[src/rtl/dmem_arbiter.sv]
// dmem_arbiter: shares the single-port data memory between the CPU MEM-stage
// port and a debug/loader master. The CPU wins by default. The debug master
// gains priority after MAX_WAIT denied cycles and may lock the memory for
// bursts of up to LOCK_MAX grants.
module dmem_arbiter #(
  parameter int ADDR_W   = 10,
  parameter int MAX_WAIT = 4,
  parameter int LOCK_MAX = 8
) (
  input  logic              clk,
  input  logic              rst,
  input  logic              cpu_req,
  input  logic              cpu_we,
  input  logic [3:0]        cpu_be,
  input  logic [ADDR_W-1:0] cpu_addr,
  input  logic [31:0]       cpu_wdata,
  output logic              cpu_stall,
  output logic              cpu_rvalid,
  output logic [31:0]       cpu_rdata,
  input  logic              dbg_req,
  input  logic              dbg_we,
  input  logic [3:0]        dbg_be,
  input  logic [ADDR_W-1:0] dbg_addr,
  input  logic [31:0]       dbg_wdata,
  input  logic              dbg_lock,
  output logic              dbg_gnt,
  output logic              dbg_rvalid,
  output logic [31:0]       dbg_rdata,
  output logic              mem_en,
  output logic              mem_we,
  output logic [3:0]        mem_be,
  output logic [ADDR_W-1:0] mem_addr,
  output logic [31:0]       mem_wdata,
  input  logic [31:0]       mem_rdata
);
  typedef enum logic [1:0] {CPU_PRI, DBG_PRI, DBG_LOCK} state_e;
  typedef enum logic [1:0] {RD_NONE, RD_CPU, RD_DBG} owner_e;

  localparam logic [7:0] MAX_WAIT_C = 8'(MAX_WAIT);
  // The grant that enters DBG_LOCK is the first of the burst; lock_cnt is
  // cleared on entry and only counts the remaining LOCK_MAX-1 grants.
  localparam logic [7:0] LOCK_LAST  = 8'(LOCK_MAX - 1);
  localparam bit         LOCK_EN    = (LOCK_MAX > 1);

  state_e      state_q, state_d;
  owner_e      rd_owner_q, rd_owner_d;
  logic [7:0]  wait_cnt_q, wait_cnt_d;
  logic [7:0]  lock_cnt_q, lock_cnt_d;
  logic        cpu_grant, dbg_grant;

  // Grant decision from current state and requests; nothing granted in reset.
  always_comb begin
    cpu_grant = 1'b0;
    dbg_grant = 1'b0;
    if (rst) begin
      case (state_q)
        CPU_PRI: begin
          cpu_grant = cpu_req;
          dbg_grant = dbg_req & ~cpu_req;
        end
        DBG_PRI: begin
          dbg_grant = dbg_req;
          cpu_grant = cpu_req & ~dbg_req;
        end
        DBG_LOCK: dbg_grant = dbg_req;
        default: ;
      endcase
    end
  end

  // Route the granted master onto the memory port; idle port drives zeros.
  always_comb begin
    mem_en    = 1'b0;
    mem_we    = 1'b0;
    mem_be    = '0;
    mem_addr  = '0;
    mem_wdata = '0;
    if (cpu_grant) begin
      mem_en    = 1'b1;
      mem_we    = cpu_we;
      mem_be    = cpu_be;
      mem_addr  = cpu_addr;
      mem_wdata = cpu_wdata;
    end else if (dbg_grant) begin
      mem_en    = 1'b1;
      mem_we    = dbg_we;
      mem_be    = dbg_be;
      mem_addr  = dbg_addr;
      mem_wdata = dbg_wdata;
    end
  end

  assign cpu_stall  = rst & cpu_req & ~cpu_grant;
  assign dbg_gnt    = dbg_grant;
  assign cpu_rvalid = (rd_owner_q == RD_CPU);
  assign dbg_rvalid = (rd_owner_q == RD_DBG);
  assign cpu_rdata  = cpu_rvalid ? mem_rdata : '0;
  assign dbg_rdata  = dbg_rvalid ? mem_rdata : '0;

  // Next state: starvation counter, lock burst counter and read owner.
  always_comb begin
    state_d    = state_q;
    lock_cnt_d = lock_cnt_q;
    wait_cnt_d = '0;
    if (dbg_req && !dbg_grant)
      wait_cnt_d = (wait_cnt_q == 8'hFF) ? wait_cnt_q : wait_cnt_q + 8'd1;
    rd_owner_d = RD_NONE;
    if (cpu_grant && !cpu_we)      rd_owner_d = RD_CPU;
    else if (dbg_grant && !dbg_we) rd_owner_d = RD_DBG;
    case (state_q)
      CPU_PRI: begin
        if (dbg_grant && dbg_lock && LOCK_EN) begin
          state_d    = DBG_LOCK;
          lock_cnt_d = '0;
        end else if (wait_cnt_d >= MAX_WAIT_C) begin
          state_d = DBG_PRI;
        end
      end
      DBG_PRI: begin
        if (dbg_grant && dbg_lock && LOCK_EN) begin
          state_d    = DBG_LOCK;
          lock_cnt_d = '0;
        end else if (dbg_grant || !dbg_req) begin
          state_d = CPU_PRI;
        end
      end
      DBG_LOCK: begin
        if (dbg_grant) lock_cnt_d = lock_cnt_q + 8'd1;
        if (!dbg_req || !dbg_lock || lock_cnt_d >= LOCK_LAST) begin
          state_d    = CPU_PRI;
          lock_cnt_d = '0;
          wait_cnt_d = '0;
        end
      end
      default: state_d = CPU_PRI;
    endcase
  end

  // State registers; reset drops any lock and any outstanding read.
  always_ff @(posedge clk or negedge rst) begin
    if (!rst) begin
      state_q    <= CPU_PRI;
      wait_cnt_q <= '0;
      lock_cnt_q <= '0;
      rd_owner_q <= RD_NONE;
    end else begin
      state_q    <= state_d;
      wait_cnt_q <= wait_cnt_d;
      lock_cnt_q <= lock_cnt_d;
      rd_owner_q <= rd_owner_d;
    end
  end
endmodule

[config.mk]
export PLATFORM = sky130hd
export DESIGN_NAME = dmem_arbiter
export DESIGN_NICKNAME = d
export VERILOG_FILES = /design/src/rtl/dmem_arbiter.sv
export SDC_FILE = /design/constraint.sdc
export NUM_CORES = 1
export LEC_CHECK = 0
export CAP_MARGIN = 10
export CORE_MARGIN = 4
export CORE_UTILIZATION = 29
export DETAILED_ROUTE_END_ITERATION = 7
export PLACE_DENSITY = 0.83
export SLEW_MARGIN = 20
export SYNTH_ARGS = -nofsm -noshare
export SYNTH_HDL_FRONTEND = slang
export SYNTH_SLANG_ARGS = --single-unit
export TNS_END_PERCENT = 5
[constraint.sdc]
create_clock -name clk -period 3.35 [get_ports clk]
set_clock_uncertainty 0.05 [all_clocks]
set_input_delay 0.8375 -clock clk [delete_from_list [all_inputs] [get_ports clk]]
set_output_delay 0.8375 -clock clk [all_outputs]
set_load 0.05 [all_outputs]
==> flow_metrics.py, run 1 <==
metrics = {
    "die": {
        "fp.dieH_um": 96.7,
        "io_pins": 247,
        "start_util_pct": 29.7,
        "core_area_um2": 7690,
        "fp.dieW_um": 96.7,
        "num_rows": 32,
        "dieArea_um2": 9350,
    },
    "worst_hold_path": {
        "whs_path_depth": 1,
        "hp-class": "reg -> reg",
    },
    "yosys": {
        "synth_seq_cells": 20,
        "synth_area_um2": 2280,
        "syn_area_per_cell_um2": 8.18,
        "synth_ff_type": "dfrtp_1",
        "yosysSeqAreaShare_pct": 21.9,
        "async_flop_share_pct": 100,
        "synth_edf_count": 0,
        "syn-num-nets": 416,
        "synthCells": 279,
        "synth-warning-count": 0,
        "yosysUniqueCellTypes": 55,
    },
    "route": {
        "viasPerCell": 5.23,
        "drt_iter0_markers": 96,
        "route.detailed.drc": 0,
        "wl_per_cell_um": 20.6,
        "antenna_left": 0,
        "drt_wl_total_mm": 13.0,
        "dr_total_vias": 3298,
        "first_pass_iters": 4,
    },
    "clock_network": {
        "clkSinkCount": 20,
        "clock_latency_ns": 0.26,
        "cts-root-buf": "clkbuf_8",
        "cts_tree": "built",
        "cts_inserted_buffers": 3,
        "cts.htree.levels": 1,
        "cts_buffer_depth": 2,
        "cts.reportedPaths.clkPinSlew_ns": 0.08,
    },
    "placed_design": {
        "dp_hpwl_mm": 11.0,
        "place_ws_ns": -0.0810,
        "port_buffers": 246,
        "globalplace.congestion": 0.934,
    },
    "sta": {
        "fmax_ghz": 0.307,
        "hold_violations": 0,
        "final.period_utilization_pct": 97.4,
        "maxSlewViolCount": 0,
        "setup_viol": 0,
        "rsz0062_at_grt": "no",
        "finalCriticalPeriod_ns": 3.26,
        "timing.slew.headroom_pct": 62.7,
        "worst_pin_slew_ns": 0.555,
        "setup_ws_ns": 0.0881,
        "whs_ns": 0.482,
    },
    "finish": {
        "drive_above_1_share_pct": 29.5,
        "area_growth_pct": 150,
        "final_common_cell": "clkdlybuf4s50_1",
        "nNetsFinal": 663,
        "layout_common_cells": "127 x clkdlybuf4s50_1, 72 x and2_1, 68 x buf_12, 51 x a22o_1, 39 x buf_4",
    },
    "global_route": {
        "grt_max_degree": 34,
        "grtUsageTotal_pct": 26.4,
        "overflow": 0,
        "grt_pass1_vias": 3469,
        "grt_first_pass_wirelength_mm": 19.6,
        "antenna_found_initial": 4,
    },
    "worst_setup_path": {
        "worst_path_largest_cell_delay_ns": 0.27,
        "worstSetupPathType": "in -> out",
        "cp.required_ns": 2.46,
        "end_kind": "output pin",
        "worstPathArrival_ns": 2.37,
        "critical_path.max_fanout": 9,
        "critPathLaunchType": "input port",
        "crit_chain": "dlygate4sd2_1 -> buf_4 -> and3b_2 -> o21ai_4 -> nor2_4 -> buf_12 -> bufbuf_16 -> a22o_1 -> buf_6",
        "reg2reg_depth": 10,
        "crit_slowest_cell": "bufbuf_16",
    },
    "run_status": {
        "outcome": "complete, no violations",
    },
    "pwr": {
        "ir_worst_vdd_mv": 0.343,
        "p_leak_uw": 0.00244,
        "power_density_nw_per_um2": 427,
    },
    "flow_run": {
        "drv_cap": 0,
    },
}
==> repair_timing <==
action	CTS	global route
endpoints found under the setup margin	47	0
hold buffers	0	0
resized for setup	31	0
setup buffers	2	0
==> cell usage after synthesis (all sizes together), types with 2 or more instances <==
cell	count	area, um2
and2	72	450
a22o	51	447
dfrtp	20	500
clkbuf	14	52.6
nand2	13	48.8
nor2	12	45.0
nor3	8	40.0
buf	7	35.0
ha	6	75.1
inv	6	22.5
o21ai	6	33.8
a21oi	5	25.0
and3	5	36.3
nand3	4	20.0
nand4	4	31.3
a31oi	3	18.8
mux2	3	33.8
mux2i	3	30.0
o31ai	3	22.5
a32oi	2	17.5
nor2b	2	12.5
nor4	2	18.8
o2111ai	2	17.5
xor2	2	17.5
==> layer usage <==
| layer | vias up | part of all wire, % | GRT usage [%] |
|---|---|---|---|
| met5 | - | 0 | 0 |
| met4 | 0 | 4.0 | 11.7 |
| met3 | 30 | 8.7 | 8.36 |
| met2 | 196 | 53 | 49.1 |
| met1 | 1535 | 34 | 26.6 |
| li1 | 1537 | - | - |
==> sequential cells by signal, summed over array words and instances, names as in the netlist <==
register and count:
rd_owner_q 2, state_q 2, wait_cnt_q 8, lock_cnt_q 8
==> power breakdown <==
group / switching [uW] / total [uW] / internal (uW)
Clock: 81.6 / 186 / 105
Sequential: 33.1 / 300 / 267
Combinational: 1130 / 1950 / 815
Total: 1250 / 2430 / 1190
==> critical path: cells and delay by family <==
kind,cells,cell delay [ns]
buffers and inverters,5,0.95
AO/OA/AOI/OAI,2,0.27
AND/OR/NAND/NOR,2,0.31
==> area by class of cell <==
cell class	instances	area (um2)
Sequential cell	20	500
Clock buffer	4	55.1
Timing Repair Buffer	263	3280
Antenna cell	4	10.0
Multi-Input combinational cell	231	1690
Tap cell	102	128
Inverter	7	27.5
Fill cell	564	1990
==> cells by family after synthesis <==
family	after synthesis	synth area share, %
muxes	6	2.80
and+or+nand+nor	132	34.6
DFF	20	21.9
adders and majority gates	6	3.29
AOI/OAI and AO/OA	84	31.2
buffers and inverters	28	5.04
xor gates and xnor gates	3	1.15
==> stage by stage <==
| step | power (uW) | setup TNS (ns) | area (um2) | std cells | util [%] |
|---|---|---|---|---|---|
| after floorplan | 1350 | 0 | 2280 | 279 | - |
| after global placement | 2100 | -0.965 | 5440 | 619 | 70.8 |
| after detailed placement | 2130 | -2.59 | 5440 | 619 | 70.8 |
| after CTS | 2430 | 0 | 5690 | 627 | 74.0 |
| after global routing | 2530 | 0 | 5700 | 631 | 74.1 |
| final | 2430 | 0 | 5700 | 631 | 74.1 |
==> final timing paths <==
| path | slack [ns] | endpoint | start |
|---|---|---|---|
| worst min-delay path | 0.48 | lock_cnt_q[6]$_DFFE_PN0P_ | lock_cnt_q[6]$_DFFE_PN0P_ |
| worst min register to register | 0.48 | lock_cnt_q[6]$_DFFE_PN0P_ | lock_cnt_q[6]$_DFFE_PN0P_ |
| worst max-delay path | 0.09 | mem_wdata[10] | dbg_req |
| min in group asynchronous | 0.65 | rd_owner_q[1]$_DFF_PN0_ | rst |
| worst max register to register | 0.73 | wait_cnt_q[4]$_DFF_PN0_ | state_q[0]$_DFFE_PN0P_ |
| max in group asynchronous | 2.40 | wait_cnt_q[0]$_DFF_PN0_ | rst |
No activity file was read; power rests on OpenSTA's default activity.
==> run 2: changes to the inputs <==
--- a/config.mk
+++ b/config.mk
@@ -10,7 +10,7 @@
 export CORE_UTILIZATION = 29
 export DETAILED_ROUTE_END_ITERATION = 7
 export PLACE_DENSITY = 0.83
-export SLEW_MARGIN = 20
+export SLEW_MARGIN = 5
 export SYNTH_ARGS = -nofsm -noshare
 export SYNTH_HDL_FRONTEND = slang
 export SYNTH_SLANG_ARGS = --single-unit
==> results of run 2 <==
No change in the layout: final DEF, timing and power equal those of run 1.
